<file path="config.mk">
export PLATFORM = sky130hd
export DESIGN_NAME = debounce
export DESIGN_NICKNAME = d
export VERILOG_FILES = /design/src/rtl/debounce.sv
export SDC_FILE = /design/constraint.sdc
export NUM_CORES = 1
export LEC_CHECK = 0
export CORE_ASPECT_RATIO = 0.75
export CORE_MARGIN = 2
export CORE_UTILIZATION = 25
export CTS_CLUSTER_DIAMETER = 50
export DETAILED_ROUTE_END_ITERATION = 10
export PLACE_DENSITY_LB_ADDON = 0.25
export SLEW_MARGIN = 15
export SYNTH_ARGS = -nofsm -noshare
export SYNTH_HDL_FRONTEND = slang
export SYNTH_SLANG_ARGS = --single-unit
</file>
<file path="constraint.sdc">
create_clock -name clk -period 2.3 [get_ports clk]
set_input_delay 0.46 -clock clk [delete_from_list [all_inputs] [get_ports clk]]
set_output_delay 0.46 -clock clk [all_outputs]
set_load 0.02 [all_outputs]
</file>
<file path="src/rtl/debounce.sv">
// Button debouncer: 2-flop synchronizer, then a level filter that needs 2^N agreeing cycles
// before it accepts a new level. Emits a one-cycle pulse on every accepted press.
module debounce #(
    parameter int DEBOUNCE_CNT = 21
) (
    input  logic clk,
    input  logic rst,
    input  logic btn,
    output logic raise
);

    localparam logic [DEBOUNCE_CNT-1:0] CNT_MAX = '1;

    typedef enum logic {
        ST_LOW  = 1'b0,
        ST_HIGH = 1'b1
    } state_t;

    logic                    s1      = 1'b0;
    logic                    s2      = 1'b0;
    state_t                  state   = ST_LOW;
    logic [DEBOUNCE_CNT-1:0] cnt     = '0;
    logic                    raise_q = 1'b0;

    state_t                  state_nxt;
    logic [DEBOUNCE_CNT-1:0] cnt_nxt;
    logic                    raise_nxt;

    always_ff @(posedge clk) begin
        if (rst) begin
            s1      <= 1'b0;
            s2      <= 1'b0;
            state   <= ST_LOW;
            cnt     <= '0;
            raise_q <= 1'b0;
        end else begin
            s1      <= btn;
            s2      <= s1;
            state   <= state_nxt;
            cnt     <= cnt_nxt;
            raise_q <= raise_nxt;
        end
    end

    // Any cycle of agreement restarts the count; the count saturates into a level change.
    always_comb begin
        state_nxt = state;
        cnt_nxt   = '0;
        raise_nxt = 1'b0;
        if (s2 != state) begin
            if (cnt == CNT_MAX) begin
                state_nxt = state_t'(s2);
                raise_nxt = s2;
            end else begin
                cnt_nxt = cnt + 1'b1;
            end
        end
    end

    assign raise = raise_q;

endmodule

</file>
=== Yosys cells after proc, flatten, opt, wreduce, memory -nomap -nowiden ===
Index checks and enable logic that the tools add are counted.

* Word-level logic and storage cells: 13
* Output and inout bits: 1
* Input port bits: 3
* Register bits after elaboration: 25

* Bitwise logic cells: 2
* Reduce and logical (&&, ||, !) cells: 3
* $add $sub $neg: 1
* Equal/unequal tests: 2

{| class="wikitable"
|+ Operators by type and width
! cell !! count
|-
| adder 21 x 1 -> 21 bit (second input constant) || 1
|-
| equality test 21 bit (second input constant) || 1
|-
| OR reduction 3 bit || 2
|-
| NOT 1 bit || 2
|-
| AND reduction 2 bit || 1
|-
| != test 1 bit || 1
|}

=== Depth between registers and ports, before layout ===
Gate-level depths: netlist of the first run.

* Depth after elaboration: 3
* Mapped depth: 7

=== Worst setup path before layout of the first run ===
OpenSTA, ideal clock, no wires.

* Kind: register to register
* Start: register cnt[8]
* End: register cnt[10]
* Period minus slack after synthesis: 1.624 ns
* Required time: 2.185 ns
* Stages on the path, launching flop included: 7
* Setup slack: 0.676 ns
* Data arrival time: 1.510 ns
* Buffers on the path: 2
* Path through: dfxtp_1 -> nand4_2 -> nor4_2 -> a31o_1 -> buf_4 -> buf_6 -> nor2_1

* Cells in the longest elaborated chain, start to end: 2
* Elaborated cells between the ends (all ways): 3
* Those cells by class: add/sub (1); eq/ne (1); reduce/logical (1)

{| class="wikitable"
|+ Ends and longest elaborated chain
! element !! line !! text
|-
| from (decl) || 22 || <nowiki>logic [DEBOUNCE_CNT-1:0] cnt = '0;</nowiki>
|-
| from (signal assigned) || 40 || <nowiki>cnt <= cnt_nxt;</nowiki>
|-
| branches (longest 2 deep; another with adder 21 x 1 -> 21 bit) || - ||
|}

Parallel ways; which one is timed is not known.
A chain may end at the register's enable or synchronous reset.

=== Worst setup path in the final report of the first run ===
* Start: register cnt[8]
* End: register cnt[17]

Same word-level chain as after synthesis.

==> impl_metrics.yaml, run 1 <==
placement:
  io_buffers: 3
  dpl_worst_slack_ns: 0.514
  hpwl_um: 1440
  place_congestion: 0.824
timing:
  hold_violations: 0
  grt_setup_unrepaired: "false"
  fin_crit_sh_pct: 77.3
  finalCriticalPeriod_ns: 1.78
  postLayoutSetupSlackWorst_ns: 0.522
  slew_violations: 0
  maxSlewHeadroom_pct: 78.2
  setup_viol: 0
  clock.fmax_mhz: 563
  skew_ns: 0.00720
  setup-tns-final_ns: 0
  tightestPinTransition_ns: 0.324
critical_path:
  max_stage_delay_ns: 0.53
  ff2ff_setup_slack_ns: 0.52
  critPathMaxFanout: 10
  startpoint_type: "flip-flop"
  cp_slowest_cell: "or4_1"
  endpoint: "cnt[17]$_SDFF_PP0_"
  reg2reg_depth: 4
  cp-end-kind: "flip-flop"
  cp-startpoint: "cnt[8]$_SDFF_PP0_"
  cp_cell_sequence: "nand4_2 -> or2_1 -> or4_1 -> a21oi_1"
  r2r-start: "cnt[8]$_SDFF_PP0_"
  critPathKind: "reg2reg"
  r2r-end: "cnt[17]$_SDFF_PP0_"
  path_depth: 4
  crit_family: "simple AND/OR/NAND/NOR gates"
  arrival_ns: 1.97
  worstPathRequired_ns: 2.50
  path_buf_inv: 0
final_layout:
  fill_cells: 472
  seq_area_um2: 500
  antenna_cells: 0
  fin_util_pct: 30.0
  area_growth_syn_to_layout_pct: 12.0
  multi_input_area_um2: 552
  final_cell_mix: "dfxtp_1, nor2_1, nand3_1"
  final_common_cell: "dfxtp_1"
  drive_gt1_share_pct: 10.0
  nets: 135
clock_tree:
  holdBufCountCts: 0
  cts_tree: "yes"
  cts_resized: 0
  root_buffer: "clkbuf_8"
  insertion_delay_ns: 0.27
  cts_setup_buffers: 0
  h-tree-depth: 1
  path_clk_slew_ns: 0.09
  cts_buffers: 3
  clock-sinks: 25
  ctsLongestPathBuffers: 2
routing:
  wl_per_cell_um: 10.7
  dr.first_iter.drc_count: 42
  vias: 845
  via_per_inst: 4.57
  remaining_drc_errors: 0
  drt-total-wl_um: 1970
  postRouteAntennaNets: 0
  drtPass1Iterations: 4
grt:
  globalRouteTotalUtil_pct: 9.04
  grt_pass1_wl_um: 3440
  grt_pass1_vias: 760
  antenna_found_initial: 0
  overflow: 0
  grt_max_degree: 19
die:
  fp.dieW_um: 81.0
  core_area_um2: 4150
  die_area_um2: 5000
  start_util_pct: 26.8
  row_count: 20
  die_y_um: 61.8
  ios: 4
synthesis:
  synth_nets: 128
  syn_inst: 124
  yosys_register_bits: 25
  avgSynthCellArea_um2: 8.97
  yosysSeqAreaShare_pct: 45.0
  synth_cell_types: 32
  synthesis.area_um2: 1110
  yosysWarnings: 0
pwr:
  ir_drop_v: 0.000326
  cellLeakagePower_nw: 0.363
  p_per_area_nw_per_um2: 562
min_path:
  hold_depth: 1
  hold_path_class: "reg2reg"
outcome:
  status: "completed"
job:
  drv_cap: 0
[cells by family after synthesis]
| kind of cell | Yosys count | synth area share [%] |
|---|---|---|
| flip-flops | 25 | 45.0 |
| buffers and inverters | 11 | 5.40 |
| AO/OA/AOI/OAI | 17 | 9.79 |
| XOR/XNOR | 13 | 10.2 |
| AND/OR/NAND/NOR | 57 | 28.5 |
| adder cells (fa/ha/maj) | 1 | 1.12 |
[worst min-delay path by stage]
| stage | startpoint | end | slack (ns) |
|---|---|---|---|
| 6_report | s1$_SDFF_PP0_ | s2$_SDFF_PP0_ | 0.46 |
| 3_3_place_gp | s1$_SDFF_PP0_ | s2$_SDFF_PP0_ | 0.42 |
| 5_1_grt | s1$_SDFF_PP0_ | s2$_SDFF_PP0_ | 0.47 |
| 3_5_place_dp | s1$_SDFF_PP0_ | s2$_SDFF_PP0_ | 0.44 |
| 2_1_floorplan | s1$_SDFF_PP0_ | s2$_SDFF_PP0_ | 0.41 |
| 4_1_cts | s1$_SDFF_PP0_ | s2$_SDFF_PP0_ | 0.46 |
[cells in the mapped netlist]
cell type / instances / area, um2
clkbuf_1: 1 / 3.75
a31o_2: 1 / 8.76
xnor2_1: 6 / 52.6
nand4_2: 1 / 12.5
o21ai_0: 2 / 10.0
nand3_1: 10 / 50.1
a21oi_2: 1 / 8.76
ha_1: 1 / 12.5
nand4_1: 6 / 37.5
nor3_1: 3 / 15.0
and3_1: 2 / 12.5
or4_4: 1 / 11.3
and4_1: 1 / 8.76
buf_6: 2 / 22.5
a21oi_1: 7 / 35.0
inv_1: 7 / 26.3
a31o_1: 1 / 8.76
or2_1: 1 / 6.26
xor2_1: 7 / 61.3
nor4_2: 1 / 12.5
nand2b_1: 1 / 6.26
or2_2: 1 / 6.26
nand2_1: 4 / 15.0
dfxtp_1: 25 / 500
or4_1: 3 / 22.5
nor2_1: 15 / 56.3
buf_4: 1 / 7.51
or3_1: 4 / 25.0
nor2b_1: 2 / 12.5
nor4_1: 1 / 6.26
o31ai_1: 4 / 30.0
a21o_1: 1 / 7.51
[final cells by class]
class | instances | area share, %
Multi-Input combinational cell | 88 | 44.3
Sequential cell | 25 | 40.2
Tap cell | 55 | 5.52
Timing Repair Buffer | 6 | 4.22
Clock buffer | 3 | 3.31
Inverter | 7 | 2.11
Clock inverter | 1 | 0.402
[metrics by stage]
step	area (um2)	hold WS [ns]	power [mW]	std cells
global placement	1200	0.424	0.457	181
detailed placement	1200	0.437	0.457	181
finish	1250	0.459	0.700	185
CTS	1250	0.463	0.710	185
global route	1250	0.470	0.731	185
floorplan	1110	0.414	0.452	124
[state kept, by name, summed over array words and instances (netlist names)]
name / cells
cnt: 21
raise: 1
s1: 1
s2: 1
state: 1
[per-layer routing]
layer | GRT usage [%] | share of wire (%)
met4 | 2.18 | 0.51
met2 | 12.6 | 40
met1 | 13.1 | 56
met5 | 0 | 0
met3 | 3.47 | 3.5
[where the power goes]
part | total, mW | internal [mW] | switching (mW)
Clock | 0.253 | 0.121 | 0.132
Combinational | 0.0107 | 0.00563 | 0.00511
Sequential | 0.436 | 0.435 | 0.00137
Total | 0.700 | 0.561 | 0.139
(Power assumes the default switching activity.)
==> run 2, diff against run 1 <==
- clock period: 2.3 -> 1.65 ns (I/O delays scaled with it)
==> run 2 against run 1 <==
Non-clock buffer count grew 15. Wire length is 13% higher. First-iteration DRC count is 45% lower. Largest cell class unchanged.
==> impl_metrics.yaml, run 2 (synthesized netlist as in run 1, its figures left out) <==
outcome:
  status: "completed"
routing:
  via_per_inst: 4.64
  wl_met1_um: 1100
  remaining_drc_errors: 0
  highest_layer: "met4"
  routed-wl-met2_um: 1030
  dr.first_iter.drc_count: 23
  drtPass1Iterations: 4
  drt-total-wl_um: 2220
  vias: 927
  wl_per_cell_um: 11.1
  postRouteAntennaNets: 0
  met3_length_um: 64
clock_tree:
  cts_tree: "yes"
  clock-sinks: 25
  h-tree-depth: 1
  root_buffer: "clkbuf_8"
  ctsLongestPathBuffers: 2
  insertion_delay_ns: 0.27
  cts_buffers: 3
  path_clk_slew_ns: 0.09
  cts_setup_buffers: 0
final_layout:
  antenna_cells: 0
  area_growth_syn_to_layout_pct: 25.1
  design_area_um2: 1390
  drive_gt1_share_pct: 22.1
  final_cell_mix: "dfxtp_1, buf_4, nor2_1"
  nets: 150
  largest_register: "cnt"
  fin_cells: 200
  largest_register_ffs: 21
  final_common_cell: "dfxtp_1"
placement:
  hpwl_um: 1700
  io_buffers: 3
  place_congestion: 0.788
  dpl_cell_area_um2: 1330
  dp_cells: 196
critical_path:
  critPathKind: "reg2reg"
  startpoint_type: "flip-flop"
  worstPathRequired_ns: 1.85
  r2r-end: "cnt[14]$_SDFF_PP0_"
  ff2ff_setup_slack_ns: 0.09
  endpoint: "cnt[14]$_SDFF_PP0_"
  cp-startpoint: "cnt[8]$_SDFF_PP0_"
  reg2reg_depth: 5
  cp-end-kind: "flip-flop"
  critPathMaxFanout: 3
  arrival_ns: 1.77
  r2r-start: "cnt[8]$_SDFF_PP0_"
die:
  die_area_um2: 5000
  core_area_um2: 4150
  ios: 4
  fp.dieW_um: 81.0
  die_y_um: 61.8
  row_count: 20
  start_util_pct: 26.8
timing:
  holdWs_ns: 0.428
  finalCriticalPeriod_ns: 1.56
  skew_ns: 0.00658
  setup_viol: 0
  hold_violations: 0
  slew_violations: 0
  fin_crit_sh_pct: 94.7
  setup-tns-final_ns: 0
  grt_setup_unrepaired: "false"
  maxSlewHeadroom_pct: 78.8
  tightestPinTransition_ns: 0.315
  clock.fmax_mhz: 640
grt:
  antenna_found_initial: 0
  globalRouteTotalUtil_pct: 10.1
  grt_pass1_wl_um: 3860
  grt_max_degree: 19
  grt_pass1_vias: 889
  overflow: 0
min_path:
  hold_path_class: "reg2reg"
  hold_depth: 1
pwr:
  pwr-share-comb_pct: 2.0
  p_seq_share_pct: 61.2
  switching_power_uw: 204
  cellLeakagePower_nw: 0.450
  p_per_area_nw_per_um2: 713
  ir_drop_v: 0.000574
  pwr-share-clk_pct: 36.7
  p_int_uw: 789
  sw_frac_of_total_pct: 20.5
job:
  drv_cap: 0
==> run 2: layer usage <==
metal  track usage [%]  vias to the layer above
li1                  -                      479
met1              13.1                      433
met2              17.1                       10
met3              2.60                        5
met4              2.91                        0
met5                 0                        -
==> run 2: power by group through the flow <==
stage                     Combinational [mW]  Clock, mW  Sequential [mW]
after global placement                0.0202          0            0.622
after global routing                  0.0222      0.410            0.608
after detailed placement              0.0205          0            0.622
final                                 0.0202      0.365            0.608
after floorplan                      0.00934          0            0.621
after CTS                             0.0206      0.379            0.608
==> run 2: worst min path at each step <==
stage                                  from  slack [ns]                  to
after floorplan                         rst        0.40  state$_SDFFE_PP0P_
after global placement        s1$_SDFF_PP0_        0.42       s2$_SDFF_PP0_
after detailed placement      s1$_SDFF_PP0_        0.45       s2$_SDFF_PP0_
after CTS                     s1$_SDFF_PP0_        0.46       s2$_SDFF_PP0_
after global routing      cnt[0]$_SDFF_PP0_        0.45   cnt[0]$_SDFF_PP0_
final                     cnt[0]$_SDFF_PP0_        0.43   cnt[0]$_SDFF_PP0_
==> run 2: cell type report <==
| class | instances | area (um2) |
|---|---|---|
| fill | 448 | 2760 |
| multi-input combinational | 88 | 566 |
| sequential | 25 | 504 |
| timing repair buffer | 21 | 178 |
| tap | 55 | 68.8 |
| clock buffer | 3 | 41.3 |
| inverter | 7 | 26.3 |
| clock inverter | 1 | 7.51 |
==> run 2: worst max-delay path: stages (launching register included) <==
cell     delay (ns)
dfxtp_1        0.39
nand4_4        0.14
buf_4          0.16
or3_1          0.32
or3_1          0.35
a21oi_1        0.13
==> run 2: per-stage QoR <==
| step | setup slack (ns) | utilization [%] | power (mW) |
|---|---|---|---|
| CTS | 0.0105 | 33.1 | 1.01 |
| global route | 0.00142 | 33.5 | 1.04 |
| floorplan | 0.0257 | - | 0.631 |
| global placement | 0.0950 | 31.9 | 0.642 |
| detailed placement | 0.0410 | 31.9 | 0.642 |
| finish | 0.0878 | 33.5 | 0.993 |
==> run 2: what timing repair did <==
item / in CTS / in global routing
endpoints found under the setup margin: 0 / 7
gates resized for setup: 0 / 6
hold buffers: 0 / 0
